==> src/rtl/apb_initiator25.sv <==
// Single-command APB initiator: accepts one request, runs SETUP + ACCESS
// on the APB side (no pready), then holds the response until it is taken.
module apb_initiator25 #(
  parameter int unsigned ADDR_W = 8,
  parameter int unsigned DATA_W = 32
) (
  input  logic              pclk25,
  input  logic              p_reset25,
  input  logic              req_valid25,
  output logic              req_ready25,
  input  logic              req_write25,
  input  logic [ADDR_W-1:0] req_addr25,
  input  logic [DATA_W-1:0] req_wdata25,
  output logic              rsp_valid25,
  input  logic              rsp_ready25,
  output logic              rsp_write25,
  output logic [DATA_W-1:0] rsp_rdata25,
  output logic              psel25,
  output logic              penable25,
  output logic              pwrite25,
  output logic [ADDR_W-1:0] paddr25,
  output logic [DATA_W-1:0] pwdata25,
  input  logic [DATA_W-1:0] prdata25,
  output logic [15:0]       xfer_cnt25
);

  localparam int unsigned CNT_W = 16;

  typedef enum logic [1:0] {
    IDLE   = 2'd0,
    SETUP  = 2'd1,
    ACCESS = 2'd2,
    RESP   = 2'd3
  } state_t;

  state_t state;
  state_t state_nxt;

  // State register
  always_ff @(posedge pclk25) begin
    if (p_reset25) begin
      state <= IDLE;
    end else begin
      state <= state_nxt;
    end
  end

  // Next-state decode; requests outside IDLE are simply not looked at
  always_comb begin
    state_nxt = state;
    case (state)
      IDLE:    if (req_valid25) state_nxt = SETUP;
      SETUP:   state_nxt = ACCESS;
      ACCESS:  state_nxt = RESP;
      RESP:    if (rsp_ready25) state_nxt = IDLE;
      default: state_nxt = IDLE;
    endcase
  end

  // Ready is a pure state decode, masked while reset is applied
  assign req_ready25 = (state == IDLE) && !p_reset25;

  // APB strobes and response valid are registered from the next state
  always_ff @(posedge pclk25) begin
    if (p_reset25) begin
      psel25      <= 1'b0;
      penable25   <= 1'b0;
      rsp_valid25 <= 1'b0;
    end else begin
      psel25      <= (state_nxt == SETUP) || (state_nxt == ACCESS);
      penable25   <= (state_nxt == ACCESS);
      rsp_valid25 <= (state_nxt == RESP);
    end
  end

  // Command latch: address/data/direction hold until the next accept
  always_ff @(posedge pclk25) begin
    if (p_reset25) begin
      pwrite25 <= 1'b0;
      paddr25  <= '0;
      pwdata25 <= '0;
    end else if ((state == IDLE) && req_valid25) begin
      pwrite25 <= req_write25;
      paddr25  <= req_addr25;
      pwdata25 <= req_wdata25;
    end
  end

  // Completion of ACCESS: capture response and count the transfer
  always_ff @(posedge pclk25) begin
    if (p_reset25) begin
      rsp_write25 <= 1'b0;
      rsp_rdata25 <= '0;
      xfer_cnt25  <= '0;
    end else if (state == ACCESS) begin
      rsp_write25 <= pwrite25;
      rsp_rdata25 <= pwrite25 ? '0 : prdata25;
      xfer_cnt25  <= xfer_cnt25 + CNT_W'(1);
    end
  end

endmodule
==> config.mk <==
export PLATFORM = sky130hd
export DESIGN_NAME = apb_initiator25
export DESIGN_NICKNAME = d
export VERILOG_FILES = /design/src/rtl/apb_initiator25.sv
export SDC_FILE = /design/constraint.sdc
export NUM_CORES = 1
export LEC_CHECK = 0
export BUFFER_PORTS_ARGS = -buffer_cell sky130_fd_sc_hd__buf_2
export CAP_MARGIN = 20
export CORE_AREA = 2 2 123 125
export CTS_BUF_LIST = sky130_fd_sc_hd__clkbuf_4 sky130_fd_sc_hd__clkbuf_8
export DETAILED_ROUTE_END_ITERATION = 8
export DIE_AREA = 0 0 125 127
export HOLD_SLACK_MARGIN = 0.1
export SETUP_SLACK_MARGIN = 0.2
export SLEW_MARGIN = 10
export SYNTH_ARGS = -nofsm -noshare
export SYNTH_HDL_FRONTEND = slang
export SYNTH_SLANG_ARGS = --single-unit
==> constraint.sdc <==
create_clock -name pclk25 -period 2.63 [get_ports pclk25]
set_input_delay 0.263 -clock pclk25 [delete_from_list [all_inputs] [get_ports pclk25]]
set_output_delay 0.263 -clock pclk25 [all_outputs]
set_load 0.005 [all_outputs]
### After elaboration in Yosys (flattened, before gate mapping)

Cells that the tools add are included.

| storage, ports and cells | value |
|---|---|
| bits in registers | 95 |
| input bits | 77 |
| output and inout port bits | 94 |
| logic and storage cells | 26 |

| operators by class | value |
|---|---|
| $add $sub $neg | 1 |
| equality and inequality tests | 6 |
| muxes and demuxes | 4 |
| reduce and logical (&&, ||, !) cells | 5 |

Operators by type and width:

| cell | number |
|---|---|
| $mux W32 | 1 |
| $add A16 B1 Y16 const B | 1 |
| $eq A2 B2 Y1 const B | 4 |
| $pmux W2 S4 | 1 |
| $eq A2 B1 Y1 const B | 2 |
| $mux W2 | 2 |
| $logic_and A1 B1 Y1 | 2 |
| $logic_not A2 Y1 | 1 |
| $logic_not A1 Y1 | 1 |
| $logic_or A1 B1 Y1 | 1 |

### Logic depth before layout (Yosys ltp)

Gate-level depths: netlist of run 1.

| logic depth | value |
|---|---|
| depth after elaboration | 4 |
| depth in mapped cells | 7 |
| mapped depth without buffers | 5 |

### Worst setup path after synthesis of run 1

OpenSTA, ideal clock, no wires.

| path | value |
|---|---|
| kind | reg-to-reg |
| from | reg xfer_cnt25[3] |
| to | reg xfer_cnt25[15] |
| library setup time | 0.121 ns |
| arrival time | 1.433 ns |
| required time | 2.509 ns |
| slack | 1.076 ns |
| stages on the path, launching flop included | 6 |
| buffers on the path | 1 |
| clock period less this slack | 1.554 ns |
| cell sequence | dfxtp_1 and4_1 buf_4 nand3_1 or3_1 mux2_4 |

| between the ends | value |
|---|---|
| word-level cells in the longest chain between the ends | 1 |

Ends and longest elaborated chain:

| item | line | source |
|---|---|---|
| from (decl) | 24 | `output logic [15:0] xfer_cnt25` |
| from (signal assigned) | 98 | `xfer_cnt25 <= xfer_cnt25 + CNT_W'(1);` |
| $add A16 B1 Y16 | 98 |  |

No other way between the ends.
A chain may end at the register's enable or synchronous reset.

### Worst setup path in the final report of run 1

| path | value |
|---|---|
| from | reg state[1] |
| to | reg paddr25[2] |

| between the ends | value |
|---|---|
| word-level cells in the longest chain between the ends | 2 |

Ends and longest elaborated chain:

| item | line | source |
|---|---|---|
| from (decl) | 36 | `state_t state;` |
| from (signal assigned) | 44 | `state <= state_nxt;` |
| $logic_not A2 Y1 | 82 | `end else if ((state == IDLE) && req_valid25) begin` |
| $logic_and A1 B1 Y1 | 82 |  |
| to (signal assigned) | 84 | `paddr25 <= req_addr25;` |
| to (decl) | 21 | `output logic [ADDR_W-1:0] paddr25,` |

No other way between the ends.

==> results of run 1 <==
## registers in the layout (all words and copies together) (netlist names)
signal and flops:
penable25 1, pwdata25 32, pwrite25 1, rsp_valid25 1, state 2, rsp_write25 1
rsp_rdata25 32, psel25 1, xfer_cnt25 16, paddr25 8
## through the flow
step	total power [mW]	hold WS [ns]	setup slack, ns	instance area (um^2)	utilization
finish	3.112	0.1331	0.8722	5161	0.3578
global route	3.298	0.1010	0.6580	5161	0.3578
floorplan	1.808	0.3990	1.076	3585	-
detailed placement	2.009	0.4404	0.9109	4609	0.3196
global placement	2.007	0.4369	0.9548	4609	0.3196
CTS	3.167	0.1006	0.8926	5161	0.3578
## worst max path at each step
stage | start | depth (start not counted) | slack [ns] | to
detailed placement | state[1] | 4 | 0.91 | xfer_cnt25[15]
global route | state[1] | 5 | 0.66 | paddr25[2]
CTS | state[1] | 4 | 0.89 | xfer_cnt25[15]
finish | state[1] | 5 | 0.87 | paddr25[2]
floorplan | xfer_cnt25[3] | 5 | 1.08 | xfer_cnt25[15]
global placement | state[1] | 4 | 0.95 | xfer_cnt25[15]
## metal layers
metal	GRT usage	vias up	routed length, um
li1	-	1812	-
met1	0.1582	1626	4582
met2	0.1915	127	4455
met3	0.06156	11	883
met4	0.04248	0	194
met5	0	-	0
## cell usage in the layout (no fill, tap or decap), types with 2 or more instances in the layout
cell                              n
sky130_fd_sc_hd__and4b_1          2
sky130_fd_sc_hd__nand3_1          5
sky130_fd_sc_hd__dfxtp_1         95
sky130_fd_sc_hd__nor2b_1          4
sky130_fd_sc_hd__or4_1            3
sky130_fd_sc_hd__buf_4            8
sky130_fd_sc_hd__nor2_1          14
sky130_fd_sc_hd__buf_2          169
sky130_fd_sc_hd__xor2_1           6
sky130_fd_sc_hd__nand2_1        125
sky130_fd_sc_hd__and4_1           2
sky130_fd_sc_hd__bufinv_16        2
sky130_fd_sc_hd__nand4_1          4
sky130_fd_sc_hd__o31ai_1          3
sky130_fd_sc_hd__dlygate4sd3_1   32
sky130_fd_sc_hd__ha_1             2
sky130_fd_sc_hd__nand3b_1        32
sky130_fd_sc_hd__clkbuf_8        11
sky130_fd_sc_hd__xnor2_1          4
sky130_fd_sc_hd__nor3_1           5
sky130_fd_sc_hd__a21oi_1         80
sky130_fd_sc_hd__clkinvlp_4       2
sky130_fd_sc_hd__inv_1            4
## final cells by class
type	instances	area, um^2
Inverter	4	15.01
Sequential cell	95	1902
Fill cell	1536	9263
Multi-Input combinational cell	301	1536
Clock buffer	11	151.4
Timing Repair Buffer	210	1246
Tap cell	184	230.2
Clock inverter	5	80.08
## logic make-up after synthesis
kind of cell / share of synthesized area
adder cells (fa/ha/maj): 0.006980
AND/OR/NAND/NOR: 0.2723
XOR/XNOR: 0.02443
buffers and inverters: 0.04153
multiplexers: 0.004187
flip-flops: 0.5305
AO/OA/AOI/OAI: 0.1201
## timing repair
action / 4_1_cts / 5_1_grt
endpoints found under the hold margin: 32 / 0
hold buffers: 32 / 0
endpoints found under the setup margin: 0 / 0
## where the power goes
group,total [mW],leakage (nW),switching (mW),internal (mW)
clock,1.11,0.112,0.519,0.586
combinational,0.438,1.40,0.226,0.212
sequential,1.57,0.775,0.0481,1.52
## worst max-delay path, delay by kind of cell (launching register included)
family,cells,cell delay (ns)
buf+inv,1,0.39
simple gates,3,0.61
flops,1,0.50
compound gates,1,0.17
==> out/metrics.csv, run 1 <==
metric,value,unit
post-cts-setup-buffer-count,0,
finalNetCount,700,
peakVddDrop,0.2743,mV
timing.clock.skew,0.01142,ns
tritoncts.num_buffers,9,
finalSetupViolCount,0,
rsz0062_at_grt,no,
die_w,125,um
cts.sink_count,95,
grt.overflow.total,0,
route.detailed.wl_per_inst,12.49,um
totalWireLength,10120,um
cp_data_arrival_time,2.05,ns
synth_common_cells,"125 x sky130_fd_sc_hd__nand2_1, 95 x sky130_fd_sc_hd__dfxtp_1, 80 x sky130_fd_sc_hd__a21oi_1, 32 x sky130_fd_sc_hd__nand3b_1, 22 x sky130_fd_sc_hd__clkbuf_1",
worst_r2r_path_depth,5,
hold_path_depth,3,
dr.first_iter.drc_count,117,
avgViaCountPerCell,4.415,
place_hpwl,6866,um
synth.ff_latch_count,95,
synthesis.nets,511,
tns,0,ns
worstPathCellList,"nor2_1, nand2_1, buf_4, nand2_1, a21oi_1",
grt_pass1_wl,16230,um
holdCritStartpoint,req_wdata25[16],
slew_headroom,0.6389,
synth_top_area_share,0.5305,
r2r-end,paddr25[2],
final_cells,810,
r2r_setup_slack,0.87,ns
detailroute.via_count,3576,
clock_latency,0.37,ns
syn_area,0.003585,mm^2
synth-seq-area-share,0.5305,
worstMarginPinSlew,0.5409,ns
placedCellCount,762,
whs_endpoint,pwdata25[16],
chipHeight,127,um
grt_pass1_vias,3304,
drv_cap,0,
post_cts_resize_count,0,
root_buffer,sky130_fd_sc_hd__clkbuf_8,
post_route_cells_drive_above_1_share,0.3163,
global_route.usage.total,0.1265,
buffer_ports.inserted,170,
routabilityCongestion,0.7586,
hp-class,input pin to flop,
area_growth,43.98,%
synthMostInstantiatedCell,sky130_fd_sc_hd__nand2_1,
n_antenna_cell,0,
crit_path_max_incr_delay,0.50,ns
period_needed,1.758,ns
grt_antenna_before_repair,0,
initial_core_util,0.2485,
synth_enable_flop_cells,0,
clock_pin_slew_worst_setup_and_hold_paths,0.10,ns
startpoint_type,flop,
pwr_cell_area,602.9,mW/mm^2
synthDistinctLibCells,30,
nature_of_the_critical_path_endpoint,flop,
postRouteAntennaNets,0,
syn_avg_cell_area,8.298,um^2
synth-warning-count,0,
run_status,finished clean,
ctsHtreeMaxLevel,3,
std_cell_rows,44,
pin_count_of_the_biggest_net_entering_global_routing,43,
cpMostUsedCell,sky130_fd_sc_hd__nand2_1,
ioPinCount,171,
slew_viol_final,0,
synth.top_cells.by_area,"sky130_fd_sc_hd__dfxtp_1 53%, sky130_fd_sc_hd__nand2_1 13%, sky130_fd_sc_hd__a21oi_1 11%",
detail_route.first_pass.iterations,4,
synth_flop_cell,sky130_fd_sc_hd__dfxtp_1,
syn-instance-count,432,
worst-endpoint-required,2.93,ns
setup.worst_path.class,flop to flop,
static-leakage-power,2.284,nW
cp_max_fo,30,
die_area,0.01588,mm^2
layout_worst_path_cycle_share,0.6684,
clock_path_buffers,2,
tritoncts_clock_tree,built,
fmax,568.9,MHz
core_area,0.01442,mm^2
drc,0,
hold_violations,0,
critical_path.reg2reg.startpoint,state[1],
cell_taking_the_most_area_after_synthesis,sky130_fd_sc_hd__dfxtp_1,
crit_path_top_delay_cell,sky130_fd_sc_hd__dfxtp_1,
synthArstFlopShare,0,
Note: power is estimated with default switching activity, not from simulation.
==> run 2, diff against run 1 <==
==> constraint.sdc (replaced) <==
create_clock -name pclk25 -period 1.6 [get_ports pclk25]
set_input_delay 0.16 -clock pclk25 [delete_from_list [all_inputs] [get_ports pclk25]]
set_output_delay 0.16 -clock pclk25 [all_outputs]
set_load 0.005 [all_outputs]
==> run 2 against run 1 <==
Compared with the run above:
- die area unchanged
- flip-flop and latch count unchanged
- critical endpoint is now xfer_cnt25[15]
- critical path depth decreased by 1
- hold slack improved by 0.015 ns
- first-iteration DRC count decreased by 11%
- count of clock-buffer cells in the layout decreased by 2
- largest cell class is now non-clock buffers
- combinational power increased by 110%
- sequential share of layout area decreased by 4.2 points
- critical path type unchanged
- total power increased by 61%
==> out/metrics.csv, run 2 (synthesis gave the netlist of run 1 again) <==
metric,value,unit,change
cts.sink_count,95,,unchanged
place_hpwl,6651,um,was 6866 um
period_needed,1.436,ns,was 1.758 ns
ioPinCount,171,,unchanged
routabilityCongestion,0.7493,,was 0.7586
core_area,0.01442,mm^2,unchanged
root_buffer,sky130_fd_sc_hd__clkbuf_8,,unchanged
placedCellCount,777,,was 762
crit_path_max_incr_delay,0.38,ns,was 0.50 ns
tritoncts.num_buffers,9,,unchanged
global_route.usage.total,0.1379,,was 0.1265
hold_slack,0.1477,ns,was 0.1331 ns
peakVddDrop,0.6825,mV,was 0.2743 mV
detailedPlace.worstSlack,0.09663,ns,was 0.9109 ns
grt_antenna_before_repair,0,,unchanged
area_growth,63.63,%,was 43.98%
p_total,5.002,mW,was 3.112 mW
timing.clock.skew,0.01323,ns,was 0.01142 ns
worst_r2r_path_depth,4,,was 5
crit_path_top_delay_cell,sky130_fd_sc_hd__dfxtp_2,,was sky130_fd_sc_hd__dfxtp_1
slew_headroom,0.7527,,was 0.6389
hold_violations,0,,unchanged
fmax,696.6,MHz,was 568.9 MHz
critical_path.top_delay_family,simple AND/OR/NAND/NOR gates,,unchanged
buffer_ports.inserted,170,,unchanged
dr.first_iter.drc_count,104,,was 117
ctsHtreeMaxLevel,3,,unchanged
detailroute.via_count,3910,,was 3576
grt.overflow.total,0,,unchanged
top_regs,"pwdata25 x32, rsp_rdata25 x32, xfer_cnt25 x16",,unchanged
cp_num_cells,4,,was 5
nature_of_the_critical_path_endpoint,flop,,unchanged
startpoint_type,flop,,unchanged
finalNetCount,765,,was 700
pin_count_of_the_biggest_net_entering_global_routing,41,,was 43
grt_pass1_wl,17920,um,was 16230 um
cp_max_fo,5,,was 30
pwr_cell_area,852.7,mW/mm^2,was 602.9 mW/mm^2
die_w,125,um,unchanged
tritoncts_clock_tree,built,,unchanged
n_antenna_cell,0,,unchanged
cp_data_arrival_time,1.71,ns,was 2.05 ns
static-leakage-power,2.607,nW,was 2.284 nW
final_cells,875,,was 810
layout_worst_path_cycle_share,0.8973,,was 0.6684
detail_route.first_pass.iterations,4,,unchanged
die_area,0.01588,mm^2,unchanged
post_route_cells_drive_above_1_share,0.3502,,was 0.3163
totalWireLength,11640,um,was 10120 um
initial_core_util,0.2485,,unchanged
worstPathCellList,"and3_2, nand3_1, or3_1, mux2_4",,"was nor2_1, nand2_1, buf_4, nand2_1, a21oi_1"
slew_viol_final,0,,unchanged
clock_pin_slew_worst_setup_and_hold_paths,0.10,ns,about the same
worst-endpoint-required,1.88,ns,was 2.93 ns
drv_cap,0,,unchanged
rsz0062_at_grt,yes,,was no
avgViaCountPerCell,4.469,,was 4.415
worstPathBufferInverterCount,0,,was 1
mostFrequentLayoutCell,sky130_fd_sc_hd__buf_2,,unchanged
clock_path_buffers,2,,unchanged
setup.worst_path.class,flop to flop,,unchanged
setup_ws,0.1644,ns,was 0.8722 ns
drc,0,,unchanged
worstMarginPinSlew,0.3710,ns,was 0.5409 ns
clock_latency,0.38,ns,was 0.37 ns
tns,0,ns,unchanged
mostFrequentLayoutCells,"169 x sky130_fd_sc_hd__buf_2, 123 x sky130_fd_sc_hd__nand2_1, 85 x sky130_fd_sc_hd__dfxtp_1, 79 x sky130_fd_sc_hd__a21oi_1, 74 x sky130_fd_sc_hd__dlygate4sd3_1",,"was 169 x sky130_fd_sc_hd__buf_2, 125 x sky130_fd_sc_hd__nand2_1, 95 x sky130_fd_sc_hd__dfxtp_1, 80 x sky130_fd_sc_hd__a21oi_1"
grt_pass1_vias,3678,,was 3304
chipHeight,127,um,unchanged
hp-class,input pin to flop,,unchanged
finalSetupViolCount,0,,unchanged
std_cell_rows,44,,unchanged
run_status,finished clean,,unchanged
hold_path_depth,2,,was 3
route.detailed.wl_per_inst,13.30,um,was 12.49 um
postRouteAntennaNets,0,,unchanged
-- run 2: changes by cell type in the layout (fill, tap and decap cells not counted), moves of 3 or more --
cell,before,now
sky130_fd_sc_hd__buf_12,1,5
sky130_fd_sc_hd__buf_4,8,22
sky130_fd_sc_hd__buf_6,0,3
sky130_fd_sc_hd__dfxtp_1,95,85
sky130_fd_sc_hd__dfxtp_2,0,9
sky130_fd_sc_hd__dlygate4sd3_1,32,74
-- run 2: area by class of cell --
type / count / area (um^2)
multi-input cells: 301 / 1589
inverters: 4 / 15.01
flip-flops and latches: 95 / 1917
repair buffers: 275 / 1936
clock inverters: 7 / 55.05
fillers: 1400 / 8558
clock buffers: 9 / 123.9
well taps: 184 / 230.2
-- run 2: final timing paths --
check                       start         endpoint  slack [ns]
setup / recovery    xfer_cnt25[9]   xfer_cnt25[15]        0.16
hold / removal          p_reset25    xfer_cnt25[9]        0.15
hold reg to reg   rsp_rdata25[24]  rsp_rdata25[24]        0.45
setup reg to reg    xfer_cnt25[9]   xfer_cnt25[15]        0.16
-- run 2: power breakdown --
part	switching (mW)	total [mW]	internal, mW
clock network	0.929	1.51	0.585
registers	0.0631	2.56	2.50
logic	0.439	0.926	0.487
total	1.43	5.00	3.57
-- run 2: through the flow --
stage | util | cell area [um^2]
after floorplan | - | 3595
after global placement | 0.3315 | 4782
after detailed placement | 0.3315 | 4782
after CTS | 0.3984 | 5747
after global routing | 0.4067 | 5866
final | 0.4067 | 5866
-- run 2: repair_timing --
action,4_1_cts,5_1_grt
gates cloned,0,2
pin swaps,4,7
setup buffers,3,3
gates resized for setup,9,14
endpoints found under the setup margin,46,49
hold buffers,74,0
endpoints found under the hold margin,75,0
-- run 2: per-layer routing --
| metal | track usage | vias to the layer above | routed length, um | share of wire |
|---|---|---|---|---|
| li1 | - | 1943 | - | - |
| met1 | 0.1584 | 1815 | 5085 | 0.44 |
| met2 | 0.2359 | 141 | 5515 | 0.47 |
| met3 | 0.05276 | 11 | 857 | 0.074 |
| met4 | 0.04771 | 0 | 178 | 0.015 |
| met5 | 0 | - | 0 | 0 |
